==> src/rtl/mem_access.sv <==
`default_nettype none
// ============================================================================
// Module   : mem_access
// Purpose  : RISC-V memory-access stage. Runs LB/LH/LW/LBU/LHU/SB/SH/SW over a
//            byte-serial synchronous RAM and stalls the pipeline while busy.
// Revision : 1.0
// ============================================================================
module mem_access (
  input  logic        clk,
  input  logic        rst,
  input  logic [4:0]  ex_wd,
  input  logic        ex_wreg,
  input  logic [31:0] ex_wdata,
  input  logic [3:0]  ex_mem_op,
  input  logic [31:0] ex_mem_addr,
  input  logic [31:0] ex_mem_sdata,
  input  logic [7:0]  ram_din,
  output logic [31:0] ram_addr,
  output logic        ram_wr,
  output logic [7:0]  ram_dout,
  output logic [4:0]  mem_wd,
  output logic        mem_wreg,
  output logic [31:0] mem_wdata,
  output logic        stall_req
);

  localparam logic [1:0] ST_IDLE   = 2'd0;
  localparam logic [1:0] ST_ACCESS = 2'd1;
  localparam logic [1:0] ST_WAIT   = 2'd2;
  localparam logic [1:0] ST_DONE   = 2'd3;

  localparam logic [3:0] OP_LB  = 4'd1;
  localparam logic [3:0] OP_LH  = 4'd2;
  localparam logic [3:0] OP_LW  = 4'd3;
  localparam logic [3:0] OP_LBU = 4'd4;
  localparam logic [3:0] OP_LHU = 4'd5;
  localparam logic [3:0] OP_SB  = 4'd6;
  localparam logic [3:0] OP_SH  = 4'd7;
  localparam logic [3:0] OP_SW  = 4'd8;

  logic [1:0]  r_state;
  logic [4:0]  r_wd;
  logic        r_wreg;
  logic [3:0]  r_op;
  logic [31:0] r_addr;
  logic [31:0] r_sdata;
  logic [1:0]  r_cnt;
  logic [31:0] r_result;
  logic [31:0] r_ram_addr;
  logic        r_ram_wr;
  logic [7:0]  r_ram_dout;

  logic        w_ex_load;
  logic        w_ex_store;
  logic        w_ex_mem;
  logic        w_r_load;
  logic        w_r_store;
  logic [1:0]  w_last;
  logic [1:0]  w_next;
  logic [1:0]  w_cap_idx;

  // Index of the final byte of an access (N-1).
  function automatic logic [1:0] last_idx(input logic [3:0] op);
    case (op)
      OP_LB, OP_LBU, OP_SB: last_idx = 2'd0;
      OP_LH, OP_LHU, OP_SH: last_idx = 2'd1;
      default:              last_idx = 2'd3;
    endcase
  endfunction

  function automatic logic [7:0] byte_sel(input logic [31:0] d, input logic [1:0] k);
    case (k)
      2'd0:    byte_sel = d[7:0];
      2'd1:    byte_sel = d[15:8];
      2'd2:    byte_sel = d[23:16];
      default: byte_sel = d[31:24];
    endcase
  endfunction

  assign w_ex_load  = (ex_mem_op >= OP_LB) && (ex_mem_op <= OP_LHU);
  assign w_ex_store = (ex_mem_op >= OP_SB) && (ex_mem_op <= OP_SW);
  assign w_ex_mem   = w_ex_load || w_ex_store;
  assign w_r_load   = (r_op >= OP_LB) && (r_op <= OP_LHU);
  assign w_r_store  = (r_op >= OP_SB) && (r_op <= OP_SW);
  assign w_last     = last_idx(r_op);
  assign w_next     = r_cnt + 2'd1;
  // A load byte lands one cycle after its issue, so capture lags the issue count.
  assign w_cap_idx  = (r_state == ST_WAIT) ? w_last : (r_cnt - 2'd1);

  always_ff @(posedge clk or posedge rst) begin
    if (rst) begin
      r_state    <= ST_IDLE;
      r_wd       <= 5'd0;
      r_wreg     <= 1'b0;
      r_op       <= 4'd0;
      r_addr     <= 32'd0;
      r_sdata    <= 32'd0;
      r_cnt      <= 2'd0;
      r_result   <= 32'd0;
      r_ram_addr <= 32'd0;
      r_ram_wr   <= 1'b0;
      r_ram_dout <= 8'd0;
    end else begin
      r_ram_addr <= 32'd0;
      r_ram_wr   <= 1'b0;
      r_ram_dout <= 8'd0;
      case (r_state)
        ST_IDLE: begin
          if (w_ex_mem) begin
            r_wd       <= ex_wd;
            r_wreg     <= ex_wreg;
            r_op       <= ex_mem_op;
            r_addr     <= ex_mem_addr;
            r_sdata    <= ex_mem_sdata;
            r_cnt      <= 2'd0;
            r_result   <= 32'd0;
            r_ram_addr <= ex_mem_addr;
            r_ram_wr   <= w_ex_store;
            r_ram_dout <= w_ex_store ? ex_mem_sdata[7:0] : 8'd0;
            r_state    <= ST_ACCESS;
          end
        end
        ST_ACCESS: begin
          if (w_r_load && (r_cnt != 2'd0))
            r_result[{w_cap_idx, 3'b000} +: 8] <= ram_din;
          if (r_cnt == w_last) begin
            r_state <= w_r_load ? ST_WAIT : ST_DONE;
          end else begin
            r_cnt      <= w_next;
            r_ram_addr <= r_addr + {30'd0, w_next};
            r_ram_wr   <= w_r_store;
            r_ram_dout <= w_r_store ? byte_sel(r_sdata, w_next) : 8'd0;
          end
        end
        ST_WAIT: begin
          r_result[{w_cap_idx, 3'b000} +: 8] <= ram_din;
          r_state <= ST_DONE;
        end
        default: r_state <= ST_IDLE;
      endcase
    end
  end

  always_comb begin
    mem_wd    = 5'd0;
    mem_wreg  = 1'b0;
    mem_wdata = 32'd0;
    stall_req = 1'b0;
    case (r_state)
      ST_IDLE: begin
        if (w_ex_mem) begin
          stall_req = 1'b1;
        end else begin
          mem_wd    = ex_wd;
          mem_wreg  = ex_wreg;
          mem_wdata = ex_wdata;
        end
      end
      ST_ACCESS, ST_WAIT: stall_req = 1'b1;
      default: begin
        if (w_r_load) begin
          mem_wd   = r_wd;
          mem_wreg = r_wreg;
          case (r_op)
            OP_LB:   mem_wdata = {{24{r_result[7]}}, r_result[7:0]};
            OP_LH:   mem_wdata = {{16{r_result[15]}}, r_result[15:0]};
            OP_LBU:  mem_wdata = {24'd0, r_result[7:0]};
            OP_LHU:  mem_wdata = {16'd0, r_result[15:0]};
            default: mem_wdata = r_result;
          endcase
        end
      end
    endcase
  end

  assign ram_addr = r_ram_addr;
  assign ram_wr   = r_ram_wr;
  assign ram_dout = r_ram_dout;

endmodule
`default_nettype wire

==> config.mk <==
export PLATFORM = sky130hd
export DESIGN_NAME = mem_access
export DESIGN_NICKNAME = d
export VERILOG_FILES = /design/src/rtl/mem_access.sv
export SDC_FILE = /design/constraint.sdc
export NUM_CORES = 1
export LEC_CHECK = 0
export CORE_MARGIN = 4
export CORE_UTILIZATION = 32
export CTS_BUF_LIST = sky130_fd_sc_hd__clkbuf_2
export CTS_CLUSTER_DIAMETER = 60
export DETAILED_ROUTE_END_ITERATION = 16
export PLACE_DENSITY_LB_ADDON = 0.08
export SYNTH_ARGS = -nofsm -noshare
export SYNTH_HDL_FRONTEND = slang
export SYNTH_SLANG_ARGS = --single-unit
==> constraint.sdc <==
create_clock -name clk -period 6.55 [get_ports clk]
set_input_delay 1.31 -clock clk [delete_from_list [all_inputs] [get_ports clk]]
set_output_delay 1.31 -clock clk [all_outputs]
set_load 0.005 [all_outputs]
==> results.py <==
metrics = {
    "power": {
        "peakVddDrop_mv": 0.175,
        "power_density_nw_per_um2": 391,
        "finalPower_mw": 3.87,
        "leakage_nw": 4.39,
    },
    "finish": {
        "final_nets": 1125,
        "drive_gt1_share_pct": 6.06,
        "synthToLayoutAreaGrowth_pct": 32.6,
    },
    "setup_path": {
        "worst_setup_path_start_kind": "input pin",
        "arrival_ns": 3.97,
        "crit_type": "in2out",
        "crit_path_end_kind": "primary output",
        "critPathMaxFanout": 38,
        "required_ns": 5.24,
    },
    "global_routing": {
        "grt_max_degree": 98,
        "grt_pass1_vias": 6605,
        "grt_pass1_wl_um": 35600,
        "grt_overflow": 0,
        "antenna_found_initial": 2,
        "grt_usage_pct": 17.0,
    },
    "clock_network": {
        "cts_buffers": 17,
        "clk_pin_slew_ns": 0.20,
        "holdBufCountCts": 0,
        "clkSinkCount": 151,
        "post_cts_buffers": 0,
        "cts_tree": "built",
        "cts.repair.resized": 0,
        "htreeDepth": 4,
        "cts-root-buf": "clkbuf_2",
        "clk_path_buf_depth": 2,
        "clock_latency_ns": 0.70,
    },
    "yosys": {
        "synthCells": 816,
        "synth_xor_area_share_pct": 3.64,
        "synth_common_cells": "266 x nand2_1, 151 x dfrtp_1, 71 x o21ai_0",
        "yosysSeqAreaShare_pct": 50.6,
        "yosysTopAreaCell": "dfrtp_1",
        "synth-warning-count": 0,
        "synth_compound_gate_area_share_pct": 16.1,
        "synth_fa_ha_area_share_pct": 2.62,
        "synth.top_cell.area_share_pct": 50.6,
        "syn-cell-area_sq_um": 7460,
        "syn-num-nets": 947,
        "ys_async_sr_fraction_pct": 100,
        "yosys-mux-area-fraction_pct": 0.134,
        "synth_edf_count": 0,
        "synth_top_family_by_area": "simple AND/OR/NAND/NOR gates",
        "synth.distinct_cells": 59,
        "synth-seq-cells": 151,
        "synthSimpleGateAreaFrac_pct": 22.9,
        "yosysMostFrequentCell": "nand2_1",
        "synth_flop_cell": "dfrtp_1",
        "yosys-top-cells-area": "dfrtp_1 51%, nand2_1 13%, a22o_1 5.5%",
        "postSynthAreaPerCell_sq_um": 9.15,
    },
    "place": {
        "port_buffers": 195,
        "gp_congestion": 0.800,
        "place_ws_ns": 1.30,
        "post-dp-hpwl_um": 15400,
    },
    "timing": {
        "slew_headroom_pct": 21.3,
        "fin_crit_sh_pct": 80.5,
        "worstMarginPinSlew_ns": 1.18,
        "fin_worst_skew_ns": 0.0390,
        "tns_ns": 0,
        "rsz0062_at_grt": "false",
        "max_freq_ghz": 0.190,
        "fin_crit_ns": 5.28,
        "hold_violations": 0,
        "final-setup-viol-count": 0,
        "slew_violations": 0,
        "setup_ws_ns": 1.27,
    },
    "route": {
        "drt-total-wl_um": 21800,
        "vias": 6363,
        "remaining_drc_errors": 0,
        "routedWlPerCell_um": 16.5,
        "drt_first_iter_violations": 329,
        "ant_nets": 0,
        "viasPerCell": 4.82,
        "firstDrtPassIters": 4,
    },
    "floorplanning": {
        "die_w_um": 161,
        "io_pins": 196,
        "dieArea_sq_um": 25800,
        "die_h_um": 161,
        "fp-row-count": 55,
        "start_util_pct": 32.8,
        "core_sq_um": 22800,
    },
    "run_status": {
        "status": "complete, no violations",
    },
    "hold_path": {
        "hold_class": "reg2reg",
    },
    "job": {
        "drv_cap": 0,
    },
}
## critical path, cell delays in order
cell and delay [ns]:
clkdlybuf4s50_1 0.49, nor4_1 0.77, o21ai_4 0.17, nor2_2 0.11
buf_4 0.36, nand2_1 0.10, o21ai_0 0.09, clkdlybuf4s50_1 0.53
## power breakdown
part | switching, mW | internal, mW
Combinational | 1.03 | 0.800
Sequential | 0.274 | 1.27
Clock | 0.360 | 0.141
Total | 1.66 | 2.21
## flip-flops by register name (all words and copies together), names as in the netlist
name / flops
r_result: 32
ram_wr: 1
r_addr: 32
r_state: 2
r_wd: 5
r_cnt: 2
r_op: 4
ram_addr: 32
ram_dout: 8
r_wreg: 1
r_sdata: 32
## layout make-up
class | instances | area (sq um)
Sequential cell | 151 | 3780
Tap cell | 313 | 392
Antenna cell | 1 | 2.50
Clock buffer | 18 | 90.1
Inverter | 30 | 118
Clock inverter | 14 | 126
Fill cell | 2290 | 12900
Timing Repair Buffer | 201 | 2000
Multi-Input combinational cell | 593 | 3390
## layer usage
| metal | GRT usage, % | vias up | routed length (um) |
|---|---|---|---|
| li1 | - | 3129 | - |
| met2 | 27.6 | 159 | 10300 |
| met4 | 3.22 | 2 | 130 |
| met3 | 5.13 | 10 | 1240 |
| met5 | 0 | - | 13 |
| met1 | 22.8 | 3063 | 10100 |
## metrics by stage
stage / hold slack (ns) / instance area, sq um / util [%] / instances
floorplan: 0.444 / 7460 / - / 816
global placement: 0.459 / 9680 / 42.5 / 1288
detailed placement: 0.462 / 9680 / 42.5 / 1288
CTS: 0.508 / 9890 / 43.4 / 1320
global route: 0.536 / 9900 / 43.4 / 1321
finish: 0.508 / 9900 / 43.4 / 1321
## final timing paths
| kind | from | to | slack (ns) | cells past startpoint |
|---|---|---|---|---|
| max | ex_mem_op[2] | mem_wdata[11] | 1.27 | 8 |
| min | r_result[14] | r_result[14] | 0.51 | 2 |
| max reg2reg | r_cnt[0] | ram_addr[30] | 3.07 | 9 |
| min reg2reg | r_result[14] | r_result[14] | 0.51 | 2 |
| max in group asynchronous | rst | r_result[20] | 4.17 | 3 |
| min in group asynchronous | rst | ram_addr[8] | 1.09 | 2 |
## cell usage in the layout (no fill, tap or decap), types with 9 or more instances in the layout
master / count
a21oi_1: 11
a22o_1: 47
clkbuf_2: 18
clkdlybuf4s50_1: 195
dfrtp_1: 151
ha_1: 14
inv_1: 29
nand2_1: 265
nand4_1: 9
nor2_1: 38
nor3_1: 11
o21ai_0: 71
xnor2_1: 24
## cells by family (layout without fill, tap and decap cells)
family | after synthesis | in the layout
and+or+nand+nor | 377 | 377
AOI/OAI and AO/OA | 169 | 169
DFF | 151 | 151
buffers and inverters | 72 | 263
xor gates and xnor gates | 31 | 31
adders and majority gates | 15 | 15
muxes | 1 | 1
other | 0 | 1
No activity file was read; power rests on OpenSTA's default activity.
